===== src/rtl/pixel_write_unit.sv =====
`default_nettype none
// +----------------------------------------------------------------------------+
// | Module      : pixel_write_unit                                             |
// | Description : Clips incoming pixels to the framebuffer, converts them to   |
// |               byte addresses, buffers them and issues one 32-bit memory    |
// |               write per pixel over a req/ack handshake.                    |
// | Revision    : 1.0 - initial release                                        |
// +----------------------------------------------------------------------------+
module pixel_write_unit #(
  parameter int FIFO_DEPTH = 8,
  parameter int CNT_W      = 16
) (
  input  logic             clk,
  input  logic             rst_n,
  input  logic             pixel_valid,
  output logic             pixel_ready,
  input  logic [31:0]      pixel_x,
  input  logic [31:0]      pixel_y,
  input  logic [31:0]      pixel_color,
  input  logic [31:0]      fb_base,
  input  logic [31:0]      fb_stride,
  input  logic [31:0]      fb_width,
  input  logic [31:0]      fb_height,
  output logic             mem_wr_req,
  output logic [31:0]      mem_wr_addr,
  output logic [31:0]      mem_wr_data,
  input  logic             mem_wr_ack,
  output logic             idle,
  output logic [CNT_W-1:0] drop_count
);

  localparam int               c_ptr_w    = (FIFO_DEPTH > 2) ? $clog2(FIFO_DEPTH) : 1;
  localparam int               c_occ_w    = $clog2(FIFO_DEPTH + 1);
  localparam logic [c_occ_w-1:0] c_occ_full = c_occ_w'(FIFO_DEPTH);
  localparam logic [c_ptr_w-1:0] c_ptr_one  = c_ptr_w'(1);
  localparam logic [c_occ_w-1:0] c_occ_one  = c_occ_w'(1);

  typedef enum logic [0:0] {
    ST_IDLE = 1'b0,
    ST_REQ  = 1'b1
  } state_t;

  // Output write register and FSM
  state_t             state_q, state_d;
  logic               req_q, req_d;
  logic [31:0]        addr_q, addr_d;
  logic [31:0]        data_q, data_d;

  // Address staging register between accept and FIFO write
  logic               stg_vld_q, stg_vld_d;
  logic [31:0]        stg_addr_q, stg_addr_d;
  logic [31:0]        stg_data_q, stg_data_d;

  // FIFO bookkeeping
  logic [c_ptr_w-1:0] wr_ptr_q, wr_ptr_d;
  logic [c_ptr_w-1:0] rd_ptr_q, rd_ptr_d;
  logic               empty_q, empty_d;
  logic               full_q, full_d;
  logic [c_occ_w-1:0] occ_q, occ_d;
  logic [31:0]        fifo_addr_q [FIFO_DEPTH];
  logic [31:0]        fifo_data_q [FIFO_DEPTH];

  logic               idle_q, idle_d;
  logic [CNT_W-1:0]   drop_q, drop_d;

  logic               w_accept;
  logic               w_clip;
  logic               w_keep;
  logic               w_pop;
  logic [31:0]        w_lin;

  // Input side: handshake, clip test, address computation and drop counter
  always_comb begin
    w_accept   = pixel_valid && !full_q;
    w_clip     = (pixel_x >= fb_width) || (pixel_y >= fb_height);
    w_keep     = w_accept && !w_clip;
    w_lin      = pixel_y * fb_stride + pixel_x;
    stg_vld_d  = w_keep;
    stg_addr_d = stg_addr_q;
    stg_data_d = stg_data_q;
    drop_d     = drop_q;
    if (w_keep) begin
      stg_addr_d = fb_base + (w_lin << 2);
      stg_data_d = pixel_color;
    end
    if (w_accept && w_clip && (drop_q != {CNT_W{1'b1}})) begin
      drop_d = drop_q + CNT_W'(1);
    end
  end

  // Output FSM: load the FIFO head into the write register, hold until ack
  always_comb begin
    state_d = state_q;
    req_d   = req_q;
    addr_d  = addr_q;
    data_d  = data_q;
    w_pop   = 1'b0;
    case (state_q)
      ST_IDLE: begin
        if (!empty_q) begin
          w_pop   = 1'b1;
          req_d   = 1'b1;
          state_d = ST_REQ;
        end
      end
      ST_REQ: begin
        if (mem_wr_ack) begin
          if (!empty_q) begin
            w_pop = 1'b1;
          end else begin
            req_d   = 1'b0;
            state_d = ST_IDLE;
          end
        end
      end
      default: begin
        req_d   = 1'b0;
        state_d = ST_IDLE;
      end
    endcase
    if (w_pop) begin
      addr_d = fifo_addr_q[rd_ptr_q];
      data_d = fifo_data_q[rd_ptr_q];
    end
  end

  // FIFO pointers, flags and occupancy; occupancy includes the staging slot so
  // a staged pixel always finds room in the FIFO on the following cycle
  always_comb begin
    wr_ptr_d = wr_ptr_q;
    rd_ptr_d = rd_ptr_q;
    empty_d  = empty_q;
    occ_d    = occ_q;
    if (stg_vld_q) wr_ptr_d = wr_ptr_q + c_ptr_one;
    if (w_pop)     rd_ptr_d = rd_ptr_q + c_ptr_one;
    if (stg_vld_q && !w_pop) begin
      empty_d = 1'b0;
    end else if (w_pop && !stg_vld_q) begin
      empty_d = (rd_ptr_q + c_ptr_one) == wr_ptr_q;
    end
    if (w_keep && !w_pop) begin
      occ_d = occ_q + c_occ_one;
    end else if (w_pop && !w_keep) begin
      occ_d = occ_q - c_occ_one;
    end
    full_d = (occ_d == c_occ_full);
    idle_d = (occ_d == '0) && (state_d == ST_IDLE);
  end

  // Control and datapath registers
  always_ff @(posedge clk or negedge rst_n) begin
    if (!rst_n) begin
      state_q    <= ST_IDLE;
      req_q      <= 1'b0;
      addr_q     <= '0;
      data_q     <= '0;
      stg_vld_q  <= 1'b0;
      stg_addr_q <= '0;
      stg_data_q <= '0;
      wr_ptr_q   <= '0;
      rd_ptr_q   <= '0;
      empty_q    <= 1'b1;
      full_q     <= 1'b0;
      occ_q      <= '0;
      idle_q     <= 1'b1;
      drop_q     <= '0;
    end else begin
      state_q    <= state_d;
      req_q      <= req_d;
      addr_q     <= addr_d;
      data_q     <= data_d;
      stg_vld_q  <= stg_vld_d;
      stg_addr_q <= stg_addr_d;
      stg_data_q <= stg_data_d;
      wr_ptr_q   <= wr_ptr_d;
      rd_ptr_q   <= rd_ptr_d;
      empty_q    <= empty_d;
      full_q     <= full_d;
      occ_q      <= occ_d;
      idle_q     <= idle_d;
      drop_q     <= drop_d;
    end
  end

  // FIFO storage; contents are qualified by the pointers so no reset is needed
  always_ff @(posedge clk) begin
    if (stg_vld_q) begin
      fifo_addr_q[wr_ptr_q] <= stg_addr_q;
      fifo_data_q[wr_ptr_q] <= stg_data_q;
    end
  end

  assign pixel_ready = !full_q;
  assign mem_wr_req  = req_q;
  assign mem_wr_addr = addr_q;
  assign mem_wr_data = data_q;
  assign idle        = idle_q;
  assign drop_count  = drop_q;

endmodule
`default_nettype wire


===== config.mk =====
export PLATFORM = sky130hd
export DESIGN_NAME = pixel_write_unit
export DESIGN_NICKNAME = d
export VERILOG_FILES = /design/src/rtl/pixel_write_unit.sv
export SDC_FILE = /design/constraint.sdc
export NUM_CORES = 2
export LEC_CHECK = 0
export BUFFER_PORTS_ARGS = -buffer_cell sky130_fd_sc_hd__buf_2
export CAP_MARGIN = 0
export CORE_UTILIZATION = 50
export CTS_BUF_LIST = sky130_fd_sc_hd__clkbuf_8
export DETAILED_ROUTE_END_ITERATION = 6
export PLACE_DENSITY_LB_ADDON = 0.1
export SLEW_MARGIN = 10
export SYNTH_ARGS = -nofsm -noshare
export SYNTH_HDL_FRONTEND = slang
export SYNTH_SLANG_ARGS = --single-unit
export TNS_END_PERCENT = 20

===== constraint.sdc =====
create_clock -name clk -period 9.5 [get_ports clk]
set_clock_uncertainty 0.2 [all_clocks]
set_input_delay 0.95 -clock clk [delete_from_list [all_inputs] [get_ports clk]]
set_output_delay 0.95 -clock clk [all_outputs]
set_load 0.02 [all_outputs]

; ---- After elaboration in Yosys (flattened, before gate mapping)
; Memories as Yosys holds them, arrays and structs flattened. A register that Yosys moved wholly into a read port is not among the register bits.
; Cells that the tools add are included.
[totals]
register_bits = 96
latch_bits = 0
mem_bits_rw = 512
mem_bits_ro = 0
in_bits = 228
output_inout_bits = 83
elab_cells = 67
n_memories = 2
[mem_list]
columns = memory, depth, width, read_ports, rd_ports_with_merged_regs, wr, line
row1 = fifo_addr_q, 8, 32, 1, 1, 1, 60  ; logic [31:0] fifo_addr_q [FIFO_DEPTH];
row2 = fifo_data_q, 8, 32, 1, 1, 1, 61  ; logic [31:0] fifo_data_q [FIFO_DEPTH];
[classes]
addsub = 7
multipliers = 1
div = 0
n_lt_le_gt_ge = 2
eq_ne = 6
shift = 0
mux = 15
n_bitwise = 2
reduce_logical = 20
[op_table]
columns = operator, n
row1 = 32-bit >= comparator, 2
row2 = 32-bit adder, 1
row3 = 32-bit by 32-bit multiplier with 30-bit output, 1
row4 = 30-bit adder, 1
row5 = 16-bit by 1-bit adder with 16-bit output (second input constant), 1
row6 = 16-bit != test (second input constant), 1
row7 = 1-bit two-way mux, 10
row8 = 1-bit logical AND, 9
row9 = 4-bit two-way mux, 2
row10 = 1-bit logical NOT, 7
row11 = 3-bit by 1-bit adder with 3-bit output (second input constant), 2
row12 = 1-bit case mux with 2 select lines, 3
row13 = 4-bit by 1-bit adder with 4-bit output (second input constant), 1
row14 = 4-bit equality test (second input constant), 1
row15 = 4-bit logical NOT, 1
row16 = 2-bit != test (second input constant), 2
row17 = 4-bit by 1-bit subtractor with 4-bit output (second input constant), 1
row18 = 3-bit equality test, 1
row19 = 3-bit AND reduction, 1
row20 = 2-bit by 1-bit != test with 1-bit output (second input constant), 1
row21 = 1-bit NOT, 2
row22 = 2-bit nonzero test, 1
row23 = 1-bit logical OR, 1

; ---- Logic depth before layout (Yosys ltp)
[logic_depth]
ltp_word = 10
ltp_mapped = 37
depth_no_buf = 35

; ---- Worst setup path before layout
; OpenSTA, ideal clock, no wires.
[synth_timing]
kind = input -> register
from = input port fb_stride[3]
to = register stg_addr_q[31]
arrival_ns = 8.623
required_time_ns = 9.167
path_slack_ns = 0.544
cell_stages = 34
n_path_buf = 1
cell_sequence = clkbuf_1 -> and2_1 -> fa_1 -> fa_1 -> fa_1 -> inv_1 -> fa_1 -> inv_1 -> fa_1 -> inv_1 -> fa_1 -> inv_1 -> fa_1 -> fa_1 -> ha_1 -> a21o_1 -> a21o_1 -> a21oi_1 -> o21ai_0 -> a21o_1 -> a21oi_1 -> xnor2_1 -> ha_1 -> nand3_1 -> nor2_1 -> nand2_1 -> o211ai_1 -> a21oi_1 -> a311oi_1 -> a31oi_1 -> o21ai_0 -> xnor2_1 -> xnor2_1 -> o21ai_0
[synth_via]
elab_chain_cells = 3
[synth_lines]
columns = item, line
row1 = "start, declared", 21  ; input logic [31:0] fb_stride,
row2 = 32-bit by 32-bit multiplier with 30-bit output, 77  ; w_lin = pixel_y * fb_stride + pixel_x;
row3 = 30-bit adder, 77
row4 = 32-bit adder, 83  ; stg_addr_d = fb_base + (w_lin << 2);
row5 = "end signal, assigned", 173  ; stg_addr_q <= stg_addr_d;
row6 = "end, declared", 51  ; logic [31:0] stg_addr_q, stg_addr_d;
; No other way between the ends.
; A chain may end at the register's enable or synchronous reset.

; ---- Final worst setup path
[layout_timing]
from = input port fb_stride[5]
to = register stg_addr_q[31]
; The elaborated chain is that of the path after synthesis.

==> metrics.txt <==
crit path capture type register; post-synth cell types 61; top cells by area in the synthesized netlist edfxtp_1 36%, fa_1 18%, dfrtp_1 9.3%, mux4_2 6.8%, ha_1 6.5%; Clk pin slew, worst setup/hold paths 0.06 ns; post-CTS setup buffer count 0; initial antenna violation count 10; Synth Flop Type edfxtp_1; critical path class in2reg; Warnings, synthesis 0; ys async rst share a little under a quarter; Detail Route Antenna Nets 0; clock tree sinks around 670; r2r endpoint mem_wr_addr[14]; worst flop-to-flop path startpoint rd_ptr_q[1]; htree depth 3; Mean Syn Cell Area 12.72 µm²; TritonRoute pass-1 iters 7; register area share after synthesis between 40% and 50%; crit-path max FO 15; worst-skew pair later-pin latency between 0.6 and 0.7 ns; Cell Rows about 110; total wire length just over 100000 µm; cell count after synthesis roughly 3300; Post-synth EDFFs about 510; Final Hold Fails 0; setup violators final 0; count leader, synth nand2_1; most used cell, CP fa_1; final non-filler cell total between 4000 and 5000; slowest cell delay on critical path 0.52 ns; port bufs 308; Wirelength per Cell 20.69 µm; CP top delay family adder cells; Max Cap Viol 0; aggregate global-route resource usage between 20% and 30%; worst hold-check path type in2async; CTS max path bufs 3; Synth area leader edfxtp_1; reg2reg setup slack roughly 6.2 ns; die area 85960 µm²; Worst slew margin 26.52%; Die Y between 200 and 300 µm; failing checks DRC; post-synthesis net count approximately 4200; RD Place Congestion 0.8964; RSZ-0062 raised after global routing false; Critical Path RT a little under 10 ns; arrival time at the worst endpoint a little over 9 ns; hold_buf cts 0; fill cell count between 7000 and 8000; Boundary Pins 311; fin crit period 8.930 ns; DRC Markers 1; largest net degree at the start of global routing 74; DP Wirelength roughly 73000 µm; layout cells sized above 1 between 10% and 20%; vias 26000; startpoint types input port; CP bufs+invs 3; area delta synth->final 11.50%; number of global-route vias before repair about 28000; Post-CTS Resized 0; first-pass GRT wire length between 150000 and 200000 µm; root buf cell clkbuf_8; CTS Buf Count roughly 100; GR Overflow Total 0; NumNets Final 4501; Vias/cell around 5.3; Crit-path slowest cell fa_1; CTS tree built; Slew Limit Fails 0; Initial Utilization approximately half; DP Cell Count approximately 4700; top achievable clock speed ~0.11 GHz; Worst Reg-to-Reg Cells 4; register bit total from synthesis 672; Slew @ Worst Pin around 1.1 ns; mapped cell area ~42000 µm²; core area 83820 µm²; final worst-path cycle share a little over nine tenths; Die Wd approximately 300 µm; status finished, violations left; Initial DRC Count approximately 1100; commonest cells in the netlist 523 x nand2_1, 512 x edfxtp_1, 439 x inv_1; post-synth top area share a little over a third
## layout make-up
cell class | instances | area (µm²) | share of cell area, %
inverters | 440 | 1654 | 3.499
well taps | 1134 | 1419 | 3.002
diodes | 6 | 15.01 | 0.03176
clock inverters | 78 | 326.6 | 0.6908
clock buffers | 106 | 1459 | 3.086
multi-input cells | 2073 | 20850 | 44.11
repair buffers | 387 | 2153 | 4.555
flip-flops and latches | 672 | 19390 | 41.02
## state kept, by name, indices dropped and copies added, names as in the netlist
register	flops
fifo_data_q	256
rd_ptr_q	3
stg_data_q	32
state_q	1
full_q	1
mem_wr_addr	32
stg_addr_q	32
drop_count	16
idle	1
wr_ptr_q	3
mem_wr_req	1
stg_vld_q	1
fifo_addr_q	256
empty_q	1
mem_wr_data	32
occ_q	4
## stage by stage
step	utilization, %	hold slack (ns)	instance area (µm²)	setup WS [ns]	TNS, ns
after detailed placement	54.25	0.2546	45470	-0.1593	-0.1677
final	56.40	0.05145	47270	0.5705	0
after global routing	56.39	0.07732	47270	0.01712	0
after floorplan	-	0.2187	42390	0.5436	0
after global placement	54.25	0.2292	45470	-0.02002	-0.02002
after CTS	56.38	0.02388	47260	0.5732	0
## metal layers
metal,track usage (%),up-vias,share of wire [%]
met4,7.457,8,2.4
met1,31.13,13320,42
met3,3.116,149,4.5
met5,0,-,0.052
met2,43.03,640,51
li1,-,11883,-
## cell families after synthesis
group | synth area share (%)
AOI/OAI and AO/OA | 4.389
xor gates and xnor gates | 2.810
adders and majority gates | 24.48
buffers and inverters | 5.233
DFF | 45.72
muxes | 8.385
and+or+nand+nor | 8.984
## worst max-delay path by stage
| stage | start | endpoint | slack, ns | cells after the start |
|---|---|---|---|---|
| floorplan | fb_stride[3] | stg_addr_q[31] | 0.54 | 34 |
| global placement | fb_stride[5] | stg_addr_q[31] | -0.02 | 29 |
| detailed placement | fb_stride[5] | stg_addr_q[31] | -0.16 | 29 |
| CTS | fb_stride[5] | stg_addr_q[31] | 0.57 | 29 |
| global route | fb_stride[5] | stg_addr_q[31] | 0.02 | 35 |
| finish | fb_stride[5] | stg_addr_q[31] | 0.57 | 35 |
## cells in the final DEF (no fill, tap or decap), types with 16 or more instances in the layout
| cell | synthesis | final |
|---|---|---|
| xor2_1 | 39 | 39 |
| xnor2_1 | 97 | 97 |
| edfxtp_1 | 512 | 512 |
| nand3_1 | 20 | 20 |
| buf_4 | 0 | 78 |
| and2_1 | 189 | 189 |
| mux4_2 | 128 | 128 |
| a21o_1 | 49 | 49 |
| nand2_1 | 523 | 523 |
| ha_1 | 220 | 220 |
| a21oi_1 | 60 | 60 |
| nand4_1 | 16 | 16 |
| o21ai_0 | 121 | 121 |
| fa_1 | 381 | 381 |
| inv_1 | 439 | 497 |
| nor2_1 | 44 | 38 |
| buf_2 | 3 | 307 |
| clkbuf_8 | 0 | 106 |
| dfrtp_1 | 158 | 155 |
| mux2i_1 | 66 | 66 |
Power is not shown: default switching activity piles up to over one toggle a cycle in this logic, so the estimate is an artifact.
